### src/rtl/operand_loader_pkg.sv
// Shared types and defaults for the operand entry stage.
package operand_loader_pkg;

    localparam int DEF_W          = 8;
    localparam int DEF_DEB_CYCLES = 1000000;

    // Entry FSM encoding; the values double as the phase LED pattern.
    typedef enum logic [1:0] {
        LOAD_A = 2'b00,
        LOAD_B = 2'b01,
        SHOW   = 2'b10
    } state_e;

    localparam logic [1:0] PHASE_LOAD_A = 2'b00;
    localparam logic [1:0] PHASE_LOAD_B = 2'b01;
    localparam logic [1:0] PHASE_SHOW   = 2'b10;

    // Map an entry state to its phase LED pattern.
    function automatic logic [1:0] phase_of(input state_e s);
        logic [1:0] p;
        case (s)
            LOAD_A:  p = PHASE_LOAD_A;
            LOAD_B:  p = PHASE_LOAD_B;
            SHOW:    p = PHASE_SHOW;
            default: p = PHASE_LOAD_A;
        endcase
        return p;
    endfunction

endpackage

### src/rtl/operand_loader_btn_debounce.sv
// Button conditioner: 2-FF synchronizer, stable-level debounce, and a
// one-cycle press pulse on each accepted rising transition.
module btn_debounce #(
    parameter int DEB_CYCLES = 4
) (
    input  logic CLK_50,
    input  logic rst,
    input  logic raw,
    output logic level,
    output logic press
);

    localparam int CW = (DEB_CYCLES > 1) ? $clog2(DEB_CYCLES) : 1;
    localparam logic [CW-1:0] LAST = CW'(DEB_CYCLES - 1);

    logic          s1_q, s2_q;
    logic          stable_d, stable_q;
    logic [CW-1:0] cnt_d, cnt_q;
    logic          press_d, press_q;

    // Debounce next-state: count consecutive cycles where the synchronized
    // input disagrees with the accepted level; any agreement restarts it.
    always_comb begin
        stable_d = stable_q;
        cnt_d    = cnt_q;
        if (s2_q == stable_q) begin
            cnt_d = '0;
        end else if (cnt_q == LAST) begin
            stable_d = s2_q;
            cnt_d    = '0;
        end else begin
            cnt_d = cnt_q + 1'b1;
        end
        press_d = s2_q & ~stable_q & (cnt_q == LAST);
    end

    // Synchronizer, accepted level, counter and press pulse registers.
    always_ff @(posedge CLK_50 or posedge rst) begin
        if (rst) begin
            s1_q     <= 1'b0;
            s2_q     <= 1'b0;
            stable_q <= 1'b0;
            cnt_q    <= '0;
            press_q  <= 1'b0;
        end else begin
            s1_q     <= raw;
            s2_q     <= s1_q;
            stable_q <= stable_d;
            cnt_q    <= cnt_d;
            press_q  <= press_d;
        end
    end

    assign level = stable_q;
    assign press = press_q;

endmodule

### src/rtl/operand_loader.sv
// Operand entry stage: captures A then B from the switches on debounced
// load presses, toggles Sel on select presses, and reports entry phase.
module operand_loader
    import operand_loader_pkg::*;
#(
    parameter int W          = DEF_W,
    parameter int DEB_CYCLES = DEF_DEB_CYCLES
) (
    input  logic         CLK_50,
    input  logic         rst,
    input  logic [W-1:0] sw,
    input  logic         btn_load,
    input  logic         btn_sel,
    output logic [W-1:0] A,
    output logic [W-1:0] B,
    output logic         Sel,
    output logic         valid,
    output logic [1:0]   phase
);

    logic         load_press, sel_press;
    logic         load_level, sel_level;
    logic [W-1:0] sw_q;
    state_e       state_d, state_q;
    logic [W-1:0] a_d, a_q, b_d, b_q;
    logic         sel_d, sel_q;
    logic         valid_d, valid_q;
    logic [1:0]   phase_d, phase_q;

    // Accepted button levels are not needed here; only the press pulses are.
    logic unused_levels;
    assign unused_levels = load_level ^ sel_level;

    btn_debounce #(.DEB_CYCLES(DEB_CYCLES)) u_load (
        .CLK_50 (CLK_50),
        .rst    (rst),
        .raw    (btn_load),
        .level  (load_level),
        .press  (load_press)
    );

    btn_debounce #(.DEB_CYCLES(DEB_CYCLES)) u_sel (
        .CLK_50 (CLK_50),
        .rst    (rst),
        .raw    (btn_sel),
        .level  (sel_level),
        .press  (sel_press)
    );

    // Entry FSM next-state: operands hold until overwritten so the display
    // keeps the previous result during re-entry; valid/phase track the
    // upcoming state so they change on the same edge as the state.
    always_comb begin
        state_d = state_q;
        a_d     = a_q;
        b_d     = b_q;
        sel_d   = sel_q ^ sel_press;
        if (load_press) begin
            case (state_q)
                LOAD_A: begin
                    a_d     = sw_q;
                    state_d = LOAD_B;
                end
                LOAD_B: begin
                    b_d     = sw_q;
                    state_d = SHOW;
                end
                default: state_d = LOAD_A;
            endcase
        end
        valid_d = (state_d == SHOW);
        phase_d = phase_of(state_d);
    end

    // Switch sampling, FSM state and registered outputs.
    always_ff @(posedge CLK_50 or posedge rst) begin
        if (rst) begin
            sw_q    <= '0;
            state_q <= LOAD_A;
            a_q     <= '0;
            b_q     <= '0;
            sel_q   <= 1'b0;
            valid_q <= 1'b0;
            phase_q <= PHASE_LOAD_A;
        end else begin
            sw_q    <= sw;
            state_q <= state_d;
            a_q     <= a_d;
            b_q     <= b_d;
            sel_q   <= sel_d;
            valid_q <= valid_d;
            phase_q <= phase_d;
        end
    end

    assign A     = a_q;
    assign B     = b_q;
    assign Sel   = sel_q;
    assign valid = valid_q;
    assign phase = phase_q;

endmodule
### config.mk
export PLATFORM = sky130hd
export DESIGN_NAME = operand_loader
export DESIGN_NICKNAME = d
export VERILOG_FILES = /design/src/rtl/operand_loader_pkg.sv /design/src/rtl/operand_loader_btn_debounce.sv /design/src/rtl/operand_loader.sv
export SDC_FILE = /design/constraint.sdc
export NUM_CORES = 1
export LEC_CHECK = 0
export CAP_MARGIN = 20
export CORE_ASPECT_RATIO = 1.5
export CORE_UTILIZATION = 35
export DETAILED_ROUTE_END_ITERATION = 6
export PLACE_DENSITY = 0.62
export SLEW_MARGIN = 0
export SYNTH_ARGS = -nofsm -noshare
export SYNTH_HDL_FRONTEND = slang
export SYNTH_SLANG_ARGS = --single-unit
export TNS_END_PERCENT = 100
### constraint.sdc
create_clock -name CLK_50 -period 2.55 [get_ports CLK_50]
set_input_delay 0.255 -clock CLK_50 [delete_from_list [all_inputs] [get_ports CLK_50]]
set_output_delay 0.255 -clock CLK_50 [all_outputs]
set_load 0.02 [all_outputs]
Word-level counts from Yosys, hierarchy flattened
Index checks and enable logic that the tools add are counted.
Widths: inputs -> output; s select.
{"block": "op_classes", "mul": 0, "n_eq_ne": 7, "addsub": 2, "reduce_logical": 5, "bitwise_logic": 9, "shift": 0, "div_mod_pow": 0, "magnitude_cmp": 0, "mux": 7}
{"op": "$mux 20", "n": 4}
{"op": "$add 20x1->20 const B", "n": 2}
{"op": "$eq 20x20->1 const B", "n": 2}
{"op": "$pmux 2 s2", "n": 2}
{"op": "$reduce_and 2->1", "n": 4}
{"op": "$and 1x1->1", "n": 4}
{"op": "$eq 2x1->1 const B", "n": 2}
{"op": "$not 1->1", "n": 4}
{"op": "$eq 1x1->1", "n": 2}
{"op": "$eq 2x2->1 const B", "n": 1}
{"op": "$logic_not 2->1", "n": 1}
{"op": "$mux 2", "n": 1}
{"op": "$xor 1x1->1", "n": 1}
{"block": "word_totals", "memories": 0, "input_bits": 12, "mem_bits_rw": 0, "regBits": 78, "latchBits": 0, "rom_bits": 0, "output_inout_bits": 20}

Depth between registers and ports, before layout
{"block": "depth", "depth_word": 5, "ltp_mapped": 7}

By module
Synthesis repeated with hierarchy kept, for this count alone.
{"block": "unflattened", "hier_cells": 286, "area_unflattened_um2": 3324.4}
{"module": "btn_debounce (u_sel)", "cells_each": 114, "instances": 1, "area_per_inst_um2": 1171.1, "seq_area_each_um2": 600.6}
{"module": "btn_debounce (u_load)", "cells_each": 114, "instances": 1, "area_per_inst_um2": 1157.4, "seq_area_each_um2": 600.6}
{"module": "operand_loader", "cells_each": 58, "instances": 1, "area_per_inst_um2": 996.0, "seq_area_each_um2": 725.7}

Worst setup path after synthesis
Ideal clock, no wire load.
{"block": "synth_path", "path_type": "register to register", "start": "register u_sel.cnt_q[0]", "end": "register u_sel.stable_q (netlist: u_sel.level)", "setup_ns": 0.125, "required_time_ns": 2.425, "period_less_slack_ns": 1.949, "stages_incl_launch_ff": 6, "arrival_time_ns": 1.824, "setup_slack_ns": 0.601, "path_cell_list": "dfrtp_1 ha_1 nand4_4 or4_4 nor3_1 mux2_2"}
{"block": "synth_via", "elab_chain_len": 2}
{"element": "start: declaration", "line_no": "operand_loader_btn_debounce.sv:18", "source": "logic [CW-1:0] cnt_d, cnt_q;"}
{"element": "start signal: assignment", "line_no": "operand_loader_btn_debounce.sv:49", "source": "cnt_q <= cnt_d;"}
{"element": "$eq 20x20->1", "line_no": "operand_loader_btn_debounce.sv:28", "source": "end else if (cnt_q == LAST) begin"}
{"element": "$reduce_and 2->1 (no line)"}
{"element": "end signal: assignment", "line_no": "operand_loader_btn_debounce.sv:48", "source": "stable_q <= stable_d;"}
{"element": "end: declaration", "line_no": "operand_loader_btn_debounce.sv:17", "source": "logic stable_d, stable_q;"}
No other way between the ends.
A chain may end at the register's enable or synchronous reset.

Final worst setup path
{"block": "layout_path", "start": "register u_sel.cnt_q[0]", "end": "register u_sel.cnt_q[3]"}
{"block": "layout_via", "elab_chain_len": 3}
{"element": "$add 20x1->20 / $eq 20x20->1 (equally long branches)", "line_no": "operand_loader_btn_debounce.sv:32, operand_loader_btn_debounce.sv:28"}
{"element": "$mux 20 (*)", "line_no": "operand_loader_btn_debounce.sv:28"}
{"element": "$mux 20 (*)", "line_no": "operand_loader_btn_debounce.sv:26", "source": "if (s2_q == stable_q) begin"}
{"element": "via u_sel.cnt_d[3]", "line_no": "operand_loader_btn_debounce.sv:18"}
Mark *: on every way through the listed nets, which the timed path passes. The rest lies on a longest branch.

==> key figures <==
Run status
  – Outcome: finished clean

Drt
  – Remaining antenna violation count: 0
  – WL final: 6310 microns
  – 1st-pass router iterations: 4
  – Via count: 2,270
  – Initial drt markers: 118
  – DR vias/cell: 5.08
  – Residual DRC: 0
  – Avg WL per Cell: 14.1 microns

Synthesis
  – Cell Area, Synth: 0.00334 sq mm
  – Number of library cell types mapped by synthesis: 39
  – Ys Warns: 0
  – Synthesis-stage register bit count: 77
  – Synth top area share: 0.577
  – Post-synth ARST share: 1.00
  – Post-Syn Nets: 308
  – Commonest cells in the netlist: dfrtp_1, nor2_1, mux2_2
  – Main area contributors after synthesis: dfrtp_1, mux2_2, xnor2_1
  – Top cell type by total area after synthesis: dfrtp_1
  – Mapped Avg Cell Area: 11.4 sq um
  – Most frequent cell after synthesis: dfrtp_1
  – EDFF count, synth: 0
  – Sequential fraction of the synthesis area: 0.577
  – Post-Syn Instances: 292
  – Top_reg_cell synth: dfrtp_1

Worst setup path
  – Crit Path Category: reg2reg
  – Startpoint type of the worst setup path: flop
  – Crit-path leading delay family: simple AND/OR/NAND/NOR gates
  – Crit-path max FO: 18
  – Crit Reg-Reg Startpoint: u_sel.cnt_q[0]
  – CP required: 2740 ps
  – Buf+Inv Stages, Crit Path: 0
  – Flop-to-flop setup slack: 470 ps
  – Crit end category: flop
  – R2R cell count: 5
  – CP Cell Sequence: ha_1 -> nand4_4 -> or4_4 -> o21bai_4 -> nor2_1
  – Max stage delay on crit path: 580 ps
  – Critical path's slowest cell: or4_4
  – Worst r2r dst: u_sel.cnt_q[3]
  – Worst EP arrival: 2280 ps

Final layout
  – Layout area overhead: 22.4%
  – Layout cell share with drive strength beyond 1: 0.137
  – N_diodes: 0
  – Fin nets: 346

Global routing
  – Overall Global Routing Usage: 0.152
  – First-pass GRT wire length: 11,500 microns
  – Vias in the first global route: 2,432
  – Largest net degree at the start of global routing: 78
  – Grt total ovfl: 0
  – Initial antenna violation count: 0

Clocking
  – Setup bufs post-CTS: 0
  – Clock Path Buffers: 2
  – CTS Hold Bufs: 0
  – Clock transition at path regs: 60 ps
  – CTS sink cnt: 77
  – Skew-Pair Late Insertion Delay: 330 ps
  – Root Buffer: clkbuf_16
  – Post_cts resized: 0
  – CTS tree: yes
  – H-tree Lvls: 3
  – CTS Buf Count: 9

Pwr
  – Max VDD drop: 0.422 mV
  – PwrDens: 641 mW/mm^2
  – LEAKAGE: 1.74 nW

Die
  – Core area: 0.00925 sq mm
  – Die Width: 81.8 microns
  – Die footprint: 0.00995 sq mm
  – Initial Util: 0.361
  – Number of core rows: 43
  – Die height: 122 microns
  – Ports: 32

STA
  – Period utilization: 0.817
  – Highest clock rate: 0.480 GHz
  – Final setup fails: 0
  – Setup ws final: 467 ps
  – Worst slew pin tran: 797 ps
  – Hold Vio Cnt, Final: 0
  – RSZ-0062 raised after global routing: no
  – Worst relative slew slack: 0.466
  – Worst Skew: 4.78 ps
  – Final min period: 2080 ps
  – Final Max Slew Viols: 0
  – Setup TNS: 0 ps

Flow run
  – # Max-Cap Violations: 0

Min path
  – Worst Hold Class: in2async

Placed design
  – IO buf count: 31
  – DP HPWL: 4340 microns
  – Gpl congestion: 0.876
  – DP Worst Slack: 483 ps
[power breakdown]
group / total [mW] / switching [mW] / internal [mW] / leakage (nW)
Clock: 1.30 / 0.522 / 0.773 / 0.149
Sequential: 1.25 / 0.0130 / 1.24 / 1.04
Combinational: 0.0746 / 0.0444 / 0.0302 / 0.552
Total: 2.62 / 0.580 / 2.04 / 1.74
[routing by layer]
metal | track usage | up-vias | part of all wire
met4 | 0.0735 | 0 | 0.029
met3 | 0.0322 | 15 | 0.017
met1 | 0.178 | 1124 | 0.40
met5 | 0 | - | 0
met2 | 0.257 | 22 | 0.55
li1 | - | 1109 | -
[through the flow]
step,cells,hold slack (ps),cell area (sq um),utilization,power (mW)
6_report,447,323,4090,0.442,2.62
5_1_grt,447,343,4090,0.442,2.73
4_1_cts,447,348,4090,0.442,2.66
3_5_place_dp,431,336,3780,0.409,1.35
3_3_place_gp,431,334,3780,0.409,1.35
2_1_floorplan,292,286,3340,-,1.32
[worst min-delay path, stage by stage]
cell             delay [ps]
clkdlybuf4s50_1         410
inv_2                    70
buf_12                  330
[worst max-delay path by stage]
stage                                 to            from  depth (start not counted)
after floorplan                     A[0]             rst                          1
after global placement       u_sel.level  u_sel.cnt_q[0]                          5
after detailed placement     u_sel.level  u_sel.cnt_q[0]                          5
after CTS                 u_sel.cnt_q[3]  u_sel.cnt_q[0]                          5
after global routing      u_sel.cnt_q[3]  u_sel.cnt_q[0]                          5
final                     u_sel.cnt_q[3]  u_sel.cnt_q[0]                          5
[layout make-up]
cell class                      count  area (sq um)
Multi-Input combinational cell    198          1340
Fill cell                         889          5160
Sequential cell                    77          1930
Tap cell                          112           140
Clock buffer                        9           225
Timing Repair Buffer               33           338
Clock inverter                      7          80.1
Inverter                           11          41.3
[sequential cells by signal, summed over array words and instances (netlist names), 2 cells and up]
name / count
state_q: 2
A: 8
B: 8
u_sel.cnt_q: 20
sw_q: 8
u_load.cnt_q: 20
phase: 2
[layout by cell type, fill, tap and decap left out, types with 2 or more instances in the layout]
cell type        count
o31ai_1              2
and4_1               5
a21oi_1             13
dfrtp_1             77
nor4b_1              3
inv_6                3
clkbuf_16            9
nor2_1              32
nand2_1             15
nor3_1               8
nor2b_1              2
inv_1               10
ha_1                 4
or3_1                9
xnor2_1             15
and2_1               2
clkdlybuf4s50_1     31
o21ai_0             10
nand3_1             15
xor2_1               9
nor4_1               5
or4_4                3
nand4_1              8
or4_1                2
and3_1               5
mux2_2              18
[cells by family (layout without fill, tap and decap cells)]
kind of cell / after synthesis / count (layout) / share of synthesized area
AOI/OAI and AO/OA: 28 / 28 / 0.0491
xor gates and xnor gates: 24 / 24 / 0.0629
adders and majority gates: 4 / 4 / 0.0150
buffers and inverters: 17 / 60 / 0.0225
DFF: 77 / 77 / 0.577
muxes: 19 / 19 / 0.0637
and+or+nand+nor: 123 / 123 / 0.210
Note: power is estimated with default switching activity, not from simulation.
